==> config.mk <==
export PLATFORM = sky130hd
export DESIGN_NAME = ring_token_scheduler
export DESIGN_NICKNAME = d
export VERILOG_FILES = /design/src/rtl/ring_token_scheduler.sv
export SDC_FILE = /design/constraint.sdc
export NUM_CORES = 1
export LEC_CHECK = 0
export ABC_CLOCK_PERIOD_IN_PS = 1800
export CAP_MARGIN = 10
export CORE_MARGIN = 2
export CORE_UTILIZATION = 35
export DETAILED_ROUTE_END_ITERATION = 10
export PLACE_DENSITY = 0.8
export SLEW_MARGIN = 0
export SYNTH_ARGS = -nofsm -noshare
export SYNTH_HDL_FRONTEND = slang
export SYNTH_SLANG_ARGS = --single-unit
==> constraint.sdc <==
create_clock -name clk -period 1.8 [get_ports clk]
set_input_delay 0.54 -clock clk [delete_from_list [all_inputs] [get_ports clk]]
set_output_delay 0.54 -clock clk [all_outputs]
set_load 0.01 [all_outputs]
==> src/rtl/ring_token_scheduler.sv <==
// Round-robin scheduler: a one-hot token rotates to the next active requester, which keeps the grant until it releases.
// Optional macro RING_SCHED_TIMEOUT_EN enables a MAX_HOLD-cycle hold limit with a one-cycle preempt pulse.
module ring_token_scheduler #(
   parameter int N        = 5,
   parameter int MAX_HOLD = 8
) (
   input  logic                 clk,
   input  logic                 reset_n,
   input  logic [N-1:0]         req,
   output logic [N-1:0]         grant,
   output logic [$clog2(N)-1:0] grant_id,
   output logic [N-1:0]         token,
   output logic                 busy,
   output logic                 preempt
);

   localparam int IW = $clog2(N);

   typedef enum logic [1:0] {
      IDLE  = 2'd0,
      SCAN  = 2'd1,
      GRANT = 2'd2
   } state_t;

   state_t         state_r, state_nxt_s;
   logic [N-1:0]   token_r, token_nxt_s, token_rot_s;
   logic           hit_s, any_s, timeout_s;
   logic [IW-1:0]  grant_id_s;

   assign token_rot_s = {token_r[N-2:0], token_r[N-1]};
   assign hit_s       = |(req & token_r);
   assign any_s       = |req;

`ifdef RING_SCHED_TIMEOUT_EN
   localparam int HW = (MAX_HOLD > 2) ? $clog2(MAX_HOLD) : 1;
   localparam logic [HW-1:0] HOLD_LAST = HW'(MAX_HOLD - 1);

   logic [HW-1:0] hold_cnt_r, hold_nxt_s;
   logic          preempt_r, preempt_nxt_s;

   assign timeout_s = (hold_cnt_r == HOLD_LAST);
   assign preempt   = preempt_r;

   // Hold counter restarts on every entry to GRANT; a forced release flags preempt for one cycle.
   always_comb begin
      hold_nxt_s    = {HW{1'b0}};
      preempt_nxt_s = 1'b0;
      if (state_nxt_s == GRANT && state_r == GRANT) begin
         hold_nxt_s = hold_cnt_r + {{(HW-1){1'b0}}, 1'b1};
      end else begin
         hold_nxt_s = {HW{1'b0}};
      end
      if (state_r == GRANT && hit_s && timeout_s) begin
         preempt_nxt_s = 1'b1;
      end else begin
         preempt_nxt_s = 1'b0;
      end
   end

   // Hold counter and preempt pulse registers.
   always_ff @(posedge clk or negedge reset_n) begin
      if (!reset_n) begin
         hold_cnt_r <= {HW{1'b0}};
         preempt_r  <= 1'b0;
      end else begin
         hold_cnt_r <= hold_nxt_s;
         preempt_r  <= preempt_nxt_s;
      end
   end
`else
   assign timeout_s = 1'b0;
   assign preempt   = 1'b0;
`endif

   // Next-state and token movement; every release rotates so the search resumes after the old owner.
   always_comb begin
      state_nxt_s = state_r;
      token_nxt_s = token_r;
      case (state_r)
         IDLE: begin
            if (hit_s) begin
               state_nxt_s = GRANT;
            end else if (any_s) begin
               state_nxt_s = SCAN;
            end else begin
               state_nxt_s = IDLE;
            end
         end
         SCAN: begin
            if (hit_s) begin
               state_nxt_s = GRANT;
            end else if (!any_s) begin
               state_nxt_s = IDLE;
            end else begin
               token_nxt_s = token_rot_s;
               state_nxt_s = SCAN;
            end
         end
         GRANT: begin
            if (!hit_s || timeout_s) begin
               token_nxt_s = token_rot_s;
               state_nxt_s = SCAN;
            end else begin
               state_nxt_s = GRANT;
            end
         end
         default: begin
            state_nxt_s = IDLE;
            token_nxt_s = {{(N-1){1'b0}}, 1'b1};
         end
      endcase
   end

   // State and token registers.
   always_ff @(posedge clk or negedge reset_n) begin
      if (!reset_n) begin
         state_r <= IDLE;
         token_r <= {{(N-1){1'b0}}, 1'b1};
      end else begin
         state_r <= state_nxt_s;
         token_r <= token_nxt_s;
      end
   end

   // Binary index of the token bit.
   always_comb begin
      grant_id_s = {IW{1'b0}};
      for (int i = 0; i < N; i++) begin
         if (token_r[i]) begin
            grant_id_s = i[IW-1:0];
         end else begin
            grant_id_s = grant_id_s;
         end
      end
   end

   assign grant    = (state_r == GRANT) ? token_r : {N{1'b0}};
   assign grant_id = grant_id_s;
   assign token    = token_r;
   assign busy     = (state_r != IDLE);

endmodule

==> results of run 1 <==
==> power groups by stage <==
stage	sequential, mW	combinational (mW)	clock (mW)
final	0.301	1.13	0.144
after global routing	0.308	1.22	0.159
after CTS	0.304	1.12	0.147
after detailed placement	0.306	1.07	0
after global placement	0.303	1.04	0
after floorplan	0.309	0.526	0
==> critical path, cell delays in order <==
cell and delay [ns]:
dlygate4sd2_1 0.25, or4_4 0.54, o2111ai_4 0.22, nand2_4 0.09, buf_6 0.14, mux2i_1 0.16
==> state kept, by name, indices dropped and copies added (netlist names) <==
| name | flops |
|---|---|
| token | 5 |
| state_r | 2 |
==> synthesized netlist by cell type, drive strengths merged (2+ instances only) <==
| library cell | number |
|---|---|
| inv | 7 |
| nor2 | 3 |
| buf | 2 |
| dfrtp | 6 |
| nor3 | 2 |
| mux2i | 4 |
| and2 | 5 |
| nand2 | 7 |
| ha | 4 |
| a21oi | 2 |
==> layer usage <==
layer  wire, um  up-vias  GRT usage [%]
met5          0        -              0
met4         37        0           9.68
met3         80        4           4.78
met2        697       19           29.7
met1        572      235           18.8
li1           -      254              -
==> repair_timing <==
item	in CTS	in global routing
setup endpoints to repair	18	14
pin swaps	5	3
buffers inserted	3	1
gates resized for setup	33	10
hold buffers	0	0
==> final cells by class <==
type / count / area [sq um]
clock buffer: 4 / 26.3
fill: 115 / 443
inverter: 7 / 26.3
multi-input combinational: 36 / 309
sequential: 7 / 179
tap: 15 / 18.8
timing repair buffer: 37 / 299
==> per-stage QoR <==
| step | total power [mW] | TNS (ns) | area, sq um | util [%] |
|---|---|---|---|---|
| after global placement | 1.35 | -2.57 | 792 | 60.9 |
| after floorplan | 0.835 | 0 | 490 | - |
| after detailed placement | 1.38 | -3.03 | 792 | 60.9 |
| final | 1.58 | 0 | 858 | 66.0 |
| after CTS | 1.57 | 0 | 862 | 66.3 |
| after global routing | 1.69 | -0.00280 | 858 | 66.0 |
==> worst max path at each step <==
stage / start / end
after global placement: req[1] / token[0]$_DFFE_PN1P_
after detailed placement: req[1] / token[1]$_DFFE_PN0P_
final: req[2] / token[1]$_DFFE_PN0P_
after floorplan: req[1] / token[0]$_DFFE_PN1P_
after global routing: req[0] / token[1]$_DFFE_PN0P_
after CTS: state_r[1]$_DFF_PN0_ / grant[3]
==> cell usage in the layout, fill, tap and decap left out, types with 2 or more instances in the layout <==
cell | synthesis | final
a21oi_1 | 2 | 2
and2_1 | 5 | 5
buf_2 | 0 | 2
buf_4 | 2 | 16
clkbuf_2 | 0 | 4
clkbuf_4 | 0 | 3
clkdlybuf4s50_1 | 0 | 2
dfrtp_1 | 6 | 4
dfrtp_2 | 0 | 2
dlygate4sd2_1 | 0 | 8
dlymetal6s2s_1 | 0 | 3
ha_1 | 4 | 2
inv_1 | 7 | 6
mux2i_1 | 4 | 4
nand2_1 | 6 | 6
nor2_1 | 3 | 3
==> kinds of logic after synthesis <==
group | Yosys count | synth area share (%)
adders and majority gates | 4 | 10.2
other | 1 | 0.765
DFF | 7 | 36.0
AOI/OAI and AO/OA | 8 | 13.5
buffers and inverters | 9 | 8.42
and+or+nand+nor | 18 | 19.9
muxes | 5 | 11.2
==> results.py, run 1 <==
metrics = {
    "status": {
        "status": "complete, no violations",
    },
    "worst_setup_path": {
        "worstReg2RegEnd": "token[1]$_DFFE_PN0P_",
        "arrival_ns": 1.92,
        "cp-end-kind": "register",
        "worst-setup-path-type": "in -> reg",
        "required_ns": 1.96,
        "crit_fanout": 3,
        "start_kind": "primary input",
        "r2r_cells": 9,
        "r2r_slack_ns": 0.12,
        "worstReg2RegStart": "state_r[0]$_DFF_PN0_",
    },
    "min_path": {
        "hold_path.class": "in -> async",
    },
    "sta": {
        "fin_crit_ns": 1.77,
        "holdWs_ns": 0.539,
        "finalWorstSetupSlack_ns": 0.0341,
        "fmax_mhz": 566,
        "setup_viol": 0,
        "fin_worst_skew_ns": 0.0128,
        "slew_violations": 0,
        "fin_crit_sh_pct": 98.1,
        "rsz0062_at_grt": "true",
        "final_hold_viol_count": 0,
    },
    "power": {
        "vdd.ir_drop.worst_uv": 989,
        "seq_power_share_pct": 19.1,
        "cellInternalPower_uw": 947,
        "power_density_mw_per_mm2": 1840,
        "clock_power_share_pct": 9.1,
        "pwr-share-comb_pct": 71.8,
        "p_leak_nw": 0.485,
        "netSwitchingPower_uw": 630,
        "switching_share_pct": 40.0,
    },
    "synth": {
        "synth_area_leaders": "dfrtp_1 31%, ha_1 10%, mux2i_1 8.2%",
        "synth_nets": 63,
        "postSynth.asyncResetShare_pct": 100,
        "synth.largest_area_cell": "dfrtp_1",
        "ys_warn_count": 0,
        "syn_area_sq_um": 490,
        "syn_inst": 52,
        "synth-seq-cells": 7,
        "synth_edf_count": 0,
        "synth_top_area_share_pct": 30.6,
        "synth_cell_types": 21,
        "seq_area_frac_synth_pct": 36.0,
        "avgSynthCellArea_sq_um": 9.43,
        "synth_ff_type": "dfrtp_1",
    },
    "detailed_routing": {
        "drc": 0,
        "post_drt_wl_per_cell_um": 13.1,
        "wl_um": 1390,
        "drt-vias-per-instance": 4.83,
        "dr.pass1.iters": 4,
        "drtIter0Drc": 10,
        "antenna_left": 0,
        "vias": 512,
    },
    "cts": {
        "cts_sinks": 7,
        "cts_buffers": 3,
        "clkTransAtPathRegs_ns": 0.06,
        "cts_root_buf": "clkbuf_4",
        "insertion_delay_ns": 0.26,
        "cts_buffer_depth": 2,
        "cts_htree_levels": 1,
        "cts_tree": "built",
    },
    "floorplanning": {
        "core_sq_mm": 0.00130,
        "rows": 13,
        "top_level_ports": 22,
        "die_area_sq_mm": 0.00172,
        "fp.dieH_um": 41.4,
        "initial_core_util_pct": 37.7,
        "die_x_um": 41.4,
    },
    "place": {
        "dp.cells": 98,
        "routabilityCongestion": 0.786,
        "port_buffers": 20,
        "place_ws_ns": -0.437,
        "dp_hpwl_um": 1050,
    },
    "global_route": {
        "overflow": 0,
        "grt_max_degree": 8,
        "antenna_found_initial": 0,
        "grt_use_total_pct": 17.2,
        "grt_pass1_vias": 509,
        "grt_pass1_wl_um": 2220,
    },
    "cells_and_area": {
        "diodes": 0,
        "fin_nets": 103,
        "drive_gt1_share_pct": 42.9,
        "stdcell_count": 106,
        "syn2layout_area_growth_pct": 75.0,
    },
    "flow_run": {
        "drv_cap": 0,
    },
}
Note: power is estimated with default switching activity, not from simulation.
==> run 2, diff against run 1 <==
PLACE_DENSITY = 0.72   (was 0.8)
==> results.py, run 2 (same netlist as run 1, synthesis figures left out) <==
metrics = {
    "detailed_routing": {
        "vias": 498,
        "wl_um": 1270,
        "antenna_left": 0,
        "drt-vias-per-instance": 4.88,
        "drtIter0Drc": 10,
        "post_drt_wl_per_cell_um": 12.4,
        "drc": 0,
        "dr.pass1.iters": 5,
    },
    "sta": {
        "rsz0062_at_grt": "false",
        "fin_worst_skew_ns": 0.00614,
        "fin_crit_sh_pct": 97.6,
        "slew_violations": 0,
        "fmax_mhz": 569,
        "setup_viol": 0,
        "fin_crit_ns": 1.76,
        "final_hold_viol_count": 0,
    },
    "cts": {
        "clkTransAtPathRegs_ns": 0.05,
        "cts_sinks": 7,
        "cts_buffer_depth": 2,
        "cts_tree": "built",
        "cts_root_buf": "clkbuf_4",
        "postCtsHoldBufs": 0,
        "cts_buffers": 3,
        "insertion_delay_ns": 0.25,
        "cts_htree_levels": 1,
    },
    "worst_setup_path": {
        "critPathTopFamily": "simple AND/OR/NAND/NOR gates",
        "worst-setup-path-type": "in -> reg",
        "start_kind": "primary input",
        "max_stage_delay_ns": 0.54,
        "cp_slowest_cell": "or4_4",
        "arrival_ns": 1.93,
        "path_cells": "dlygate4sd2_1 -> or4_4 -> o2111ai_4 -> nand2_4 -> mux2_4",
        "cp-end-kind": "register",
        "required_ns": 1.98,
        "crit_fanout": 2,
        "worst-path-buf-inv": 1,
    },
    "floorplanning": {
        "die_area_sq_mm": 0.00172,
        "top_level_ports": 22,
        "core_sq_mm": 0.00130,
        "die_x_um": 41.4,
        "fp.dieH_um": 41.4,
        "initial_core_util_pct": 37.7,
        "rows": 13,
    },
    "cells_and_area": {
        "syn2layout_area_growth_pct": 71.9,
        "largest_reg_flops": 5,
        "stdcell_count": 102,
        "final_cell_mix": "12 x buf_4, 7 x dlygate4sd2_1, 6 x inv_1, 6 x nand2_1",
        "fin_nets": 99,
        "final_common_cell": "buf_4",
        "seqCellArea_sq_um": 180,
        "diodes": 0,
        "multi_input_area_sq_um": 313,
        "drive_gt1_share_pct": 41.4,
        "num-fill-cells": 122,
        "final_area_sq_um": 843,
    },
    "place": {
        "port_buffers": 20,
        "routabilityCongestion": 0.725,
        "dpl_cell_area_sq_um": 782,
        "dp_hpwl_um": 933,
        "dp.cells": 95,
    },
    "power": {
        "power_density_mw_per_mm2": 1850,
        "cellInternalPower_uw": 943,
        "vdd.ir_drop.worst_uv": 1050,
        "p_leak_nw": 0.458,
        "clock_power_share_pct": 8.8,
        "switching_share_pct": 39.6,
        "seq_power_share_pct": 20.3,
        "netSwitchingPower_uw": 619,
        "pwr-share-comb_pct": 70.9,
    },
    "global_route": {
        "overflow": 0,
        "grt_pass1_vias": 479,
        "use_met2_pct": 21.9,
        "grt_use_total_pct": 15.7,
        "grt_util_met1_pct": 21.8,
        "grt_max_degree": 8,
        "use_met3_pct": 3.48,
        "grt_pass1_wl_um": 2090,
        "busiest_layer": "met2",
        "antenna_found_initial": 0,
    },
    "status": {
        "status": "complete, no violations",
    },
    "min_path": {
        "hold_path.class": "in -> async",
    },
    "flow_run": {
        "drv_cap": 0,
    },
}
[run 2: final timing paths]
path / cells past startpoint / to / slack, ns / startpoint
setup / recovery: 5 / token[0]$_DFFE_PN1P_ / 0.04 / req[2]
setup reg to reg: 8 / token[0]$_DFFE_PN1P_ / 0.14 / state_r[0]$_DFF_PN0_
hold reg to reg: 2 / token[1]$_DFFE_PN0P_ / 0.55 / token[0]$_DFFE_PN1P_
max in group asynchronous: 1 / token[0]$_DFFE_PN1P_ / 0.97 / reset_n
min in group clk: 2 / token[1]$_DFFE_PN0P_ / 0.55 / token[0]$_DFFE_PN1P_
hold / removal: 1 / token[2]$_DFFE_PN0P_ / 0.55 / reset_n
[run 2: what timing repair did]
item / CTS / global route
endpoints found under the setup margin: 17 / 14
pin swaps: 4 / 4
buffers inserted: 1 / 2
gates resized for setup: 29 / 12
[run 2: cell type report]
cell class | instances | area share, %
clock buffer | 4 | 3.12
inverter | 7 | 3.12
multi-input combinational | 36 | 37.1
sequential | 7 | 21.4
tap | 15 | 2.23
timing repair buffer | 33 | 33.1
[run 2: per-stage QoR]
stage	hold WS (ns)	setup TNS [ns]	power (mW)	util, %	worst slack [ns]
after global placement	0.537	-2.56	1.36	60.1	-0.390
after CTS	0.552	-0.00895	1.53	63.9	-0.00895
after global routing	0.558	0	1.68	64.8	0.00137
after floorplan	0.244	0	0.835	-	0.0165
final	0.546	0	1.56	64.8	0.0432
after detailed placement	0.544	-2.88	1.38	60.1	-0.426
[run 2: routing by layer]
| metal | wire length (um) | vias up |
|---|---|---|
| li1 | - | 244 |
| met1 | 603 | 233 |
| met2 | 565 | 17 |
| met3 | 76 | 4 |
| met4 | 23 | 0 |
| met5 | 0 | - |
[run 2: worst reg2reg max path: stages, from the launching register on]
cell	delay, ns
dfrtp_1	0.35
inv_2	0.06
buf_4	0.12
ha_1	0.20
buf_4	0.15
nor3_2	0.22
a31oi_2	0.08
nand2_4	0.12
mux2_4	0.30
[run 2: power groups by stage]
stage	clock, mW	combinational (mW)	sequential [mW]
after CTS	0.143	1.07	0.318
final	0.138	1.11	0.317
after floorplan	0	0.526	0.309
after detailed placement	0	1.07	0.310
after global placement	0	1.05	0.309
after global routing	0.161	1.20	0.325
==> run 3, diff against run 2 <==
CTS_CLUSTER_SIZE = 25   (was default)
==> results of run 3 <==
The final DEF is identical to that of run 2; final timing and power are the same.
==> edit (flow settings as in run 2) <==
The 3 states of `state_t` get a one-hot encoding in 3 bits.
--- a/src/rtl/ring_token_scheduler.sv
+++ b/src/rtl/ring_token_scheduler.sv
@@ -16,10 +16,10 @@
 
    localparam int IW = $clog2(N);
 
-   typedef enum logic [1:0] {
-      IDLE  = 2'd0,
-      SCAN  = 2'd1,
-      GRANT = 2'd2
+   typedef enum logic [2:0] {
+      IDLE  = 3'b001,
+      SCAN  = 3'b010,
+      GRANT = 3'b100
    } state_t;
 
    state_t         state_r, state_nxt_s;
Function: same outputs for any inputs over 10 cycles, from zero or initial values and one cycle with reset_n low; not proved beyond that.
==> edit against run 2 <==
The flow now finishes with violations (negative setup slack). Area after synthesis grew 0.51%. Clock power grew 9%. Routed wire length grew 13%. Setup slack lost 0.12 ns. Power shrank 27%. Sequential cell count grew 1. Count of clock-buffer cells in the layout is the same. Final area grew 0.30%. Via count grew 5.2%. Combinational power shrank 39%.
==> edit: results (changes against run 2) <==
Detailed routing
  – Initial DRC Count: 20 (+10)
  – Drt wl/cell: 14.07 um (+13%)
  – Total Wirelength: 1.435 mm (+13%)

GRT
  – Vias in the first global route: 519 (+8.4%)
  – First-pass GRT wire length: 2.270 mm (+8.6%)
  – Tot GR Track Use: 17.09% (+1.4 points)
  – Largest net degree at the start of global routing: 9 (+1)

Synth
  – Ranking of synthesized cells by area: dfrtp_1 (30%), dfstp_2 (11%), a32o_2 (9.1%)
  – Compound-Gate Fraction of Synth Area: 25.89% (+12 points)
  – Post-synthesis mux area share: 0% (-11 points)
  – Most frequent cells after synthesis: nor2_1 (7), dfrtp_1 (6), and2_1 (5), a32o_2 (4)
  – Post-Synth Adder-Cell Area: 0% (-10 points)
  – Post-Syn Nets: 55 (-13%)
  – Cell variety after synth: 25 (+19%)
  – Seq/Total Area, Yosys: 41.12% (+5.1 points)
  – Post-synthesis xor/xnor area fraction: 1.777% (+1.8 points)

Power
  – Worst VDD drop: 0.0008820 V (-16%)
  – Power Density: 1357 nW/um^2 (-27%)
  – Leakage: 0.4945 nW (+7.9%)

Setup path
  – Worst reg2reg setup slack: 0.07 ns (-0.07 ns)
  – Crit-path max cell delay: 0.56 ns (+0.02 ns)
  – Worst Path Max Fanout: 3 (+1)
  – R2R cell count: 5 (-3)
  – Worst r2r src: state_r[2]
  – Cell family with most CP delay: flip-flops
  – CP max-delay cell: dfstp_2
  – R2R Path End: token[1]
  – CP arrival: 1.34 ns (-0.59 ns)

Placement
  – HPWL after DPL: 913.3 um (-2.1%)
  – GP Congestion: 0.8078 (+11%)
  – Setup WS pre-CTS: -0.4860 ns (-0.06022 ns)
  – Dpl cell area: 772.0 um^2 (-1.3%)

Status
  – Failing checks: negative setup slack
  – Outcome: finished, violations left

Final layout
  – Final #Nets: 95 (-4.0%)
  – Share of layout cells above drive strength 1: 54.02% (+13 points)

STA
  – # setup viols final: 1 (+1)
  – Post-route setup slack: -0.07872 ns (-0.1219 ns)
  – Layout Skew: 0.009845 ns (+0.003701 ns)
[edit: how the worst max path moves through the flow]
stage | from | to | slack [ns] | cells after the start
global route | state_r[0] | busy | -0.11 | 2
detailed placement | req[1] | token[4] | -0.49 | 5
finish | state_r[0] | busy | -0.08 | 2
CTS | state_r[0] | busy | -0.09 | 2
global placement | req[1] | token[1] | -0.45 | 5
floorplan | req[1] | token[1] | 0.03 | 4
[edit: area by class of cell]
type                    count  area, um^2
repair buffers             37       296.5
fillers                   110       455.4
flip-flops and latches      8       207.7
multi-input cells          36       289.0
well taps                  15       18.77
clock buffers               4       26.28
inverters                   2       7.507
[edit: kinds of logic after synthesis]
| logic type | count (synthesis) |
|---|---|
| xor gates and xnor gates | 1 |
| buffers and inverters | 4 |
| DFF | 8 |
| and+or+nand+nor | 22 |
| AOI/OAI and AO/OA | 12 |
| other | 1 |
[edit: power groups by stage]
stage | logic, mW | clock network [mW] | registers, mW
2_1_floorplan | 0.300 | 0 | 0.316
3_3_place_gp | 0.582 | 0 | 0.307
3_5_place_dp | 0.587 | 0 | 0.307
4_1_cts | 0.623 | 0.157 | 0.313
5_1_grt | 0.726 | 0.166 | 0.327
6_report | 0.679 | 0.151 | 0.317
[edit: what timing repair did]
item	in CTS	in global routing
endpoints found under the setup margin	19	16
pin swaps	7	4
buffers inserted	3	5
gates resized for setup	40	12
gates cloned	0	0
hold buffers	0	0
[edit: stage by stage]
step | power (mW) | std cells | TNS (ns) | hold slack (ns) | utilization [%]
detailed placement | 0.8938 | 91 | -3.299 | 0.6232 | 59.33
finish | 1.148 | 102 | -0.07872 | 0.5432 | 65.00
global placement | 0.8886 | 91 | -3.025 | 0.6271 | 59.33
CTS | 1.092 | 97 | -0.2941 | 0.5475 | 61.73
global route | 1.218 | 102 | -0.3258 | 0.5612 | 65.00
floorplan | 0.6154 | 48 | 0 | 0.2444 | -
[edit: metal layers]
layer  GRT usage (%)  vias to the layer above  share of wire (%)
li1                -                      252                  -
met1           20.27                      242                 45
met2           28.13                       28                 46
met3           3.478                        2                7.5
met4           10.32                        0                1.2
met5               0                        -                  0
